## src/rtl/riscv_lsu.sv

```systemverilog
// Load/store unit: turns decoder memory controls into a request/ready data-memory
// access, stalls the core until completion and formats load data for write-back.
module riscv_lsu #(
    parameter int unsigned TIMEOUT_CYCLES = 255
) (
    input  logic        clk_i,
    input  logic        rst_i,
    input  logic        core_req_i,
    input  logic        core_we_i,
    input  logic [2:0]  core_size_i,
    input  logic [31:0] core_addr_i,
    input  logic [31:0] core_wd_i,
    output logic [31:0] core_rd_o,
    output logic        core_stall_o,
    output logic        core_err_o,
    output logic        mem_req_o,
    output logic        mem_we_o,
    output logic [3:0]  mem_be_o,
    output logic [31:0] mem_addr_o,
    output logic [31:0] mem_wd_o,
    input  logic [31:0] mem_rd_i,
    input  logic        mem_ready_i
);

    localparam logic [2:0] LDST_B  = 3'd0;
    localparam logic [2:0] LDST_H  = 3'd1;
    localparam logic [2:0] LDST_W  = 3'd2;
    localparam logic [2:0] LDST_BU = 3'd4;
    localparam logic [2:0] LDST_HU = 3'd5;

    localparam int            CW       = (TIMEOUT_CYCLES > 1) ? $clog2(TIMEOUT_CYCLES + 1) : 1;
    localparam logic [CW-1:0] TO_LIMIT = CW'(TIMEOUT_CYCLES);

    typedef enum logic [1:0] {
        ST_IDLE = 2'd0,
        ST_BUSY = 2'd1,
        ST_RESP = 2'd2
    } state_e;

    function automatic logic is_legal(input logic we, input logic [2:0] size, input logic [1:0] lo);
        logic ok;
        case (size)
            LDST_B:  ok = 1'b1;
            LDST_BU: ok = ~we;
            LDST_H:  ok = ~lo[0];
            LDST_HU: ok = ~we & ~lo[0];
            LDST_W:  ok = (lo == 2'b00);
            default: ok = 1'b0;
        endcase
        return ok;
    endfunction

    function automatic logic [3:0] byte_en(input logic [2:0] size, input logic [1:0] lo);
        logic [3:0] be;
        case (size)
            LDST_B, LDST_BU: be = 4'b0001 << lo;
            LDST_H, LDST_HU: be = 4'b0011 << lo;
            default:         be = 4'b1111;
        endcase
        return be;
    endfunction

    function automatic logic [31:0] lane_wd(input logic [2:0] size, input logic [31:0] wd);
        logic [31:0] r;
        case (size)
            LDST_B, LDST_BU: r = {4{wd[7:0]}};
            LDST_H, LDST_HU: r = {2{wd[15:0]}};
            default:         r = wd;
        endcase
        return r;
    endfunction

    function automatic logic [31:0] fmt_rd(input logic [2:0] size, input logic [1:0] lo,
                                           input logic [31:0] rd);
        logic [7:0]  b;
        logic [15:0] h;
        logic [31:0] r;
        b = rd[{lo, 3'b000} +: 8];
        h = lo[1] ? rd[31:16] : rd[15:0];
        case (size)
            LDST_B:  r = {{24{b[7]}}, b};
            LDST_BU: r = {24'd0, b};
            LDST_H:  r = {{16{h[15]}}, h};
            LDST_HU: r = {16'd0, h};
            default: r = rd;
        endcase
        return r;
    endfunction

    state_e      state_q, state_d;
    logic        req_q, req_d;
    logic        we_q, we_d;
    logic [3:0]  be_q, be_d;
    logic [31:0] addr_q, addr_d;
    logic [31:0] wd_q, wd_d;
    logic [2:0]  size_q, size_d;
    logic [1:0]  lo_q, lo_d;
    logic [31:0] rd_q, rd_d;
    logic [CW-1:0] cnt_q, cnt_d;
    logic        to_err_q, to_err_d;
    logic        stall_s;
    logic        err_s;
    logic        legal_s;
    logic [CW-1:0] cnt_inc_s;

    // Next-state, datapath capture and combinational core handshake.
    always_comb begin
        state_d   = state_q;
        req_d     = req_q;
        we_d      = we_q;
        be_d      = be_q;
        addr_d    = addr_q;
        wd_d      = wd_q;
        size_d    = size_q;
        lo_d      = lo_q;
        rd_d      = rd_q;
        cnt_d     = cnt_q;
        to_err_d  = 1'b0;
        stall_s   = 1'b0;
        err_s     = 1'b0;
        legal_s   = is_legal(core_we_i, core_size_i, core_addr_i[1:0]);
        cnt_inc_s = cnt_q + CW'(1);

        case (state_q)
            ST_IDLE: begin
                if (core_req_i && legal_s) begin
                    stall_s = 1'b1;
                    addr_d  = {core_addr_i[31:2], 2'b00};
                    we_d    = core_we_i;
                    be_d    = byte_en(core_size_i, core_addr_i[1:0]);
                    wd_d    = lane_wd(core_size_i, core_wd_i);
                    size_d  = core_size_i;
                    lo_d    = core_addr_i[1:0];
                    req_d   = 1'b1;
                    cnt_d   = '0;
                    state_d = ST_BUSY;
                end else if (core_req_i) begin
                    err_s = 1'b1;
                end else begin
                    state_d = ST_IDLE;
                end
            end
            ST_BUSY: begin
                stall_s = 1'b1;
                if (mem_ready_i) begin
                    if (!we_q) begin
                        rd_d = fmt_rd(size_q, lo_q, mem_rd_i);
                    end else begin
                        rd_d = rd_q;
                    end
                    req_d   = 1'b0;
                    we_d    = 1'b0;
                    cnt_d   = '0;
                    state_d = ST_RESP;
                end else if ((TIMEOUT_CYCLES > 0) && (cnt_inc_s == TO_LIMIT)) begin
                    req_d    = 1'b0;
                    we_d     = 1'b0;
                    cnt_d    = '0;
                    to_err_d = 1'b1;
                    state_d  = ST_RESP;
                end else begin
                    cnt_d = cnt_inc_s;
                end
            end
            ST_RESP: begin
                // The timeout error is reported while the core retires the access.
                err_s   = to_err_q;
                state_d = ST_IDLE;
            end
            default: begin
                state_d = ST_IDLE;
            end
        endcase
    end

    // State and datapath registers.
    always_ff @(posedge clk_i or posedge rst_i) begin
        if (rst_i) begin
            state_q  <= ST_IDLE;
            req_q    <= 1'b0;
            we_q     <= 1'b0;
            be_q     <= 4'b0000;
            addr_q   <= 32'd0;
            wd_q     <= 32'd0;
            size_q   <= 3'd0;
            lo_q     <= 2'd0;
            rd_q     <= 32'd0;
            cnt_q    <= '0;
            to_err_q <= 1'b0;
        end else begin
            state_q  <= state_d;
            req_q    <= req_d;
            we_q     <= we_d;
            be_q     <= be_d;
            addr_q   <= addr_d;
            wd_q     <= wd_d;
            size_q   <= size_d;
            lo_q     <= lo_d;
            rd_q     <= rd_d;
            cnt_q    <= cnt_d;
            to_err_q <= to_err_d;
        end
    end

    assign core_rd_o    = rd_q;
    assign core_stall_o = stall_s;
    assign core_err_o   = err_s;
    assign mem_req_o    = req_q;
    assign mem_we_o     = we_q;
    assign mem_be_o     = be_q;
    assign mem_addr_o   = addr_q;
    assign mem_wd_o     = wd_q;

endmodule
```

## config.mk

```make
export PLATFORM = sky130hd
export DESIGN_NAME = riscv_lsu
export DESIGN_NICKNAME = d
export VERILOG_FILES = /design/src/rtl/riscv_lsu.sv
export SDC_FILE = /design/constraint.sdc
export NUM_CORES = 1
export LEC_CHECK = 0
export CAP_MARGIN = 20
export CORE_UTILIZATION = 44
export CTS_CLUSTER_DIAMETER = 120
export DETAILED_ROUTE_END_ITERATION = 10
export PLACE_DENSITY = 0.81
export SLEW_MARGIN = 0
export SYNTH_ARGS = -nofsm -noshare
export SYNTH_HDL_FRONTEND = slang
export SYNTH_SLANG_ARGS = --single-unit
```

## constraint.sdc

```tcl
create_clock -name clk_i -period 8.2 [get_ports clk_i]
set_clock_uncertainty 0.2 [all_clocks]
set_input_delay 1.23 -clock clk_i [delete_from_list [all_inputs] [get_ports clk_i]]
set_output_delay 1.23 -clock clk_i [all_outputs]
set_load 0.1 [all_outputs]
```

* Yosys cells after proc, flatten, opt, wreduce, memory -nomap -nowiden
Index checks and enable logic that the tools add are counted.
Storage, ports and cells: bits of input ports 104, register bits 116, output and inout port bits 104, word-level logic and storage cells 73
Cells by class: muxes and demuxes 28, $add $sub $neg 1, reductions and logical operators 13, shift-type cells 3, equal/unequal tests 13, bitwise gates (word level) 4
Operators with widths (number):
- 32-bit case mux with 4 select lines | 1
- 32-bit case mux with 2 select lines | 1
- 32-bit by 6-bit indexed part select with 8-bit output | 1
- 8-bit two-way mux | 3
- 16-bit two-way mux | 1
- 8-bit case mux with 2 select lines | 1
- 3-bit equality test (second input constant) | 4
- 1-bit two-way mux | 10
- 8-bit by 1-bit adder with 8-bit output (second input constant) | 1
- 8-bit equality test (second input constant) | 1
- 2-bit two-way mux | 4
- 1-bit case mux with 2 select lines | 4
- 4-bit case mux with 2 select lines | 1
- 3-bit by 1-bit equality test with 1-bit output (second input constant) | 2
- 3-bit zero test | 2
- 3-bit != test (second input constant) | 2
- 2-bit AND reduction | 3
- 3-bit AND reduction | 2
- 1-bit case mux with 5 select lines | 1
- 2-bit zero test | 2
- 2-bit case mux with 2 select lines | 1
- 2-bit OR reduction | 2
- 1-bit by 2-bit << shifter with 4-bit output (first input constant) | 1
- 2-bit by 2-bit << shifter with 4-bit output (first input constant) | 1
- other kinds (8) | 10

* Longest topological paths before layout
depth after elaboration 6, gate-level depth with buffers 7, gate-level depth less buffers 6

* Worst setup path before layout
Ideal clock, no wire load.
kind input to output, from input port core_addr_i[0], to output port core_err_o, slack 3782 ps, path buffers 0, data arrival time 2988 ps, stages 5, required time 6770 ps, cell sequence a221o_1 o31ai_4 nor3b_1 a21oi_1 nor2_1
Between the ends: word-level cells in the longest chain between the ends 6, elaborated cells on any way between the ends 7, those cells by class 3 x mux; 2 x bitwise; 2 x reduce/logical
RTL lines:
- start: declaration | RTL line 11 | input logic [31:0] core_addr_i,
- 1-bit NOT | RTL line 45, 46
- 1-bit bitwise AND | RTL line 46 | LDST_HU: ok = ~we & ~lo[0];
- 1-bit case mux with 5 select lines (*) | RTL line 42 | case (size)
- 1-bit logical AND (*) | RTL line 126 | if (core_req_i && legal_s) begin
- 1-bit two-way mux (*) | RTL line 126
- 1-bit case mux with 2 select lines (*) | RTL line 124 | case (state_q)
- end: declaration | RTL line 15 | output logic core_err_o,
Every way passes the cells marked *; elsewhere a longest branch is shown, timed or not.

* Worst setup path after layout
from input port core_size_i[0], to output port core_stall_o
Between the ends: word-level cells in the longest chain between the ends 5, elaborated cells on any way between the ends 9, those cells by class 4 x eq/ne; 3 x mux; 2 x reduce/logical
RTL lines:
- start: declaration | RTL line 10 | input logic [2:0] core_size_i,
- 3-bit by 2-bit equality test with 1-bit output, or another cell as far along | RTL line 42
- 1-bit case mux with 5 select lines (*) | RTL line 42
- 1-bit logical AND (*) | RTL line 126
- 1-bit two-way mux (*) | RTL line 126
- 1-bit case mux with 2 select lines (*) | RTL line 124
- end: declaration | RTL line 14 | output logic core_stall_o,
Marked as above.

==> impl_metrics.env <==
export IMPL_grt_pass1_wl_mm=24.88
export IMPL_grt_pass1_vias=4837
export IMPL_cts_resized=0
export IMPL_yosysTopAreaCell="dfrtp_1"
export IMPL_post_cts_buffers=0
export IMPL_antenna_cells=0
export IMPL_dieHeight_um=114.5
export IMPL_detail_route_antenna_nets=0
export IMPL_ctsLongestPathBuffers=2
export IMPL_num_rows=40
export IMPL_crit_top_cell="clkdlybuf4s50_1"
export IMPL_final_hold_violation_count=0
export IMPL_syn_to_final_growth_pct=48.85
export IMPL_syn_inst=537
export IMPL_cts_buffers_inserted=17
export IMPL_clk_root_buffer_cell="clkbuf_16"
export IMPL_track_usage_pct=24.90
export IMPL_ys_seq_area_share_pct=52.13
export IMPL_grt_overflow=0
export IMPL_ioPinCount=208
export IMPL_grt_max_degree=77
export IMPL_syn_area_per_cell_um2=10.37
export IMPL_setup_violations=0
export IMPL_cp_slowest_cell="clkdlybuf4s50_1"
export IMPL_slew_headroom_pct=30.66
export IMPL_slowest_delay_ns=1.13
export IMPL_arrival_ns=4.24
export IMPL_min_period_ns=5.670
export IMPL_die_area_um2=13110
export IMPL_htreeDepth=4
export IMPL_fillers=919
export IMPL_end_kind="output pin"
export IMPL_finalWorstSetupSlack_ns=2.530
export IMPL_crit_chain="clkdlybuf4s50_1, or2_4, o31ai_4, a31oi_2, inv_1, clkdlybuf4s50_1"
export IMPL_cts_hold_repair_buffers=0
export IMPL_core_area_um2=12160
export IMPL_routed_via_density=5.389
export IMPL_fmax_mhz=176.4
export IMPL_stdcell_count=911
export IMPL_cts_sinks=116
export IMPL_drcViolationCount=0
export IMPL_fin_setup_tns_ns=0
export IMPL_async_flop_share_pct=100.0
export IMPL_drt_pre_antenna_iters=5
export IMPL_crit_required_ns=6.77
export IMPL_hpwl_mm=11.19
export IMPL_clock_latency_ns=0.41
export IMPL_drive_above_1_share_pct=12.25
export IMPL_hold_depth=2
export IMPL_drt_iter0_drc=404
export IMPL_rsz0062_at_grt="false"
export IMPL_routedWlPerCell_um=17.50
export IMPL_period_share_pct=69.15
export IMPL_yosys_cell_types_count=48
export IMPL_postRouteWirelength_mm=15.95
export IMPL_synth_top_area_share_pct=52.13
export IMPL_antenna_found_initial=0
export IMPL_drv_slew=0
export IMPL_worst_pin_slew_ns=1.037
export IMPL_startpoint_type="input port"
export IMPL_path_class="in2out"
export IMPL_tritoncts="yes"
export IMPL_portBuffers=205
export IMPL_die_w_um=114.5
export IMPL_via_count=4909
export IMPL_yosysWarnings=0
export IMPL_synthTopCellsByArea="dfrtp_1 (52%), mux2_4 (7.8%), nand2_1 (5.9%)"
export IMPL_syn_area_um2=5568
export IMPL_initial_core_util_pct=45.78
export IMPL_clk_pin_slew_ns=0.05
export IMPL_nets=837
export IMPL_yosys_most_used_dff="dfrtp_1"
export IMPL_reg2reg_depth=5
export IMPL_status="completed"
export IMPL_ys_seq_elements=116
export IMPL_post_place_ws_ns=2.538
export IMPL_synth_edf_count=0
export IMPL_worstPathMaxFanout=13
export IMPL_dp_cells=879
export IMPL_cap_viol_max_count=0
export IMPL_hold_path_class="reg2reg"
export IMPL_gp_congestion=0.8718
layout make-up:
| type | instances | area, um^2 | area share (%) |
|---|---|---|---|
| flip-flops and latches | 116 | 2903 | 35.02 |
| multi-input cells | 367 | 2427 | 29.29 |
| repair buffers | 210 | 2097 | 25.30 |
| clock buffers | 21 | 470.5 | 5.676 |
| well taps | 168 | 210.2 | 2.536 |
| clock inverters | 10 | 106.4 | 1.283 |
| inverters | 19 | 73.82 | 0.8907 |
Yosys cell counts, drive strengths merged, types with 2 or more instances:
cell type,instances
clkbuf,23
or2,3
a31oi,10
nand4,4
a21o,8
nor3b,2
nor4,2
a221oi,8
nor2b,2
nand2,87
and3,3
inv,19
mux2i,26
o21ai,51
o22ai,6
a2bb2oi,3
dfrtp,116
a21oi,35
nor3,7
or3,2
nor2,36
nand2b,6
nand3,6
buf,13
ha,2
mux2,45
path summary, 6_finish.rpt:
kind                                         start                    endpoint  slack [ns]
min                        mem_be_o[2]$_DFFE_PP0P_     mem_be_o[2]$_DFFE_PP0P_        0.26
min reg2reg                mem_be_o[2]$_DFFE_PP0P_     mem_be_o[2]$_DFFE_PP0P_        0.26
max                                 core_size_i[0]                core_stall_o        2.53
max in group asynchronous                    rst_i   core_rd_o[10]$_DFFE_PP0P_        5.40
min in group asynchronous                    rst_i  mem_addr_o[25]$_DFFE_PP0P_        1.02
max reg2reg                    lo_q[1]$_DFFE_PP0P_   core_rd_o[22]$_DFFE_PP0P_        5.41
registers in the layout (all words and copies together), names as in the netlist:
| signal | count |
|---|---|
| mem_wd_o | 32 |
| size_q | 3 |
| mem_addr_o | 30 |
| mem_be_o | 4 |
| state_q | 2 |
| lo_q | 2 |
| core_rd_o | 32 |
| mem_req_o | 1 |
| to_err_q | 1 |
| mem_we_o | 1 |
| cnt_q | 8 |
layout by cell type, fill, tap and decap left out, types with 4 or more instances in the layout:
cell	Yosys	routed
a221oi_1	8	8
mux2_2	16	16
nor3_1	7	7
inv_1	19	18
dfrtp_1	116	116
o22ai_1	6	6
buf_4	3	4
nand3_1	5	5
clkbuf_16	0	17
a31oi_1	9	9
a21o_1	8	8
nor2_1	35	35
mux2_4	29	29
a21oi_1	35	35
mux2i_1	26	26
o21ai_0	51	51
nand2b_1	6	6
clkinv_2	0	6
clkdlybuf4s50_1	0	205
nand2_1	87	87
logic make-up (layout without fill, tap and decap cells):
logic type               Yosys count  in the layout  share of synthesized area, %
flip-flops                       116            116                         52.13
multiplexers                      72             72                         16.13
XOR/XNOR                           1              1                        0.1573
AO/OA/AOI/OAI                    129            129                         13.93
AND/OR/NAND/NOR                  161            161                         12.65
other                              1              2                       0.06735
adder cells (fa/ha/maj)            2              2                        0.4494
buffers and inverters             55            260                         4.472
worst max-delay path: cells and delay by family:
kind | cells | cell delay [ns]
buf+inv | 3 | 2.03
compound gates | 2 | 0.52
simple gates | 1 | 0.45
layer usage:
metal | up-vias | part of all wire (%) | track usage (%)
li1 | 2259 | - | -
met1 | 2379 | 40 | 31.00
met2 | 254 | 48 | 40.36
met3 | 17 | 10 | 10.06
met4 | 0 | 0.97 | 6.234
met5 | - | 0 | 0
per-stage QoR:
step | hold WS, ns | utilization [%] | area, um^2
3_3_place_gp | 0.2626 | 63.28 | 7696
6_report | 0.2636 | 68.15 | 8288
4_1_cts | 0.2741 | 68.02 | 8273
3_5_place_dp | 0.2624 | 63.28 | 7696
5_1_grt | 0.3058 | 68.15 | 8288
2_1_floorplan | 0.2506 | - | 5572
Power is left out: the tool's default activity adds up to more than one toggle a clock period on the data nets, which glitch-free logic cannot reach.
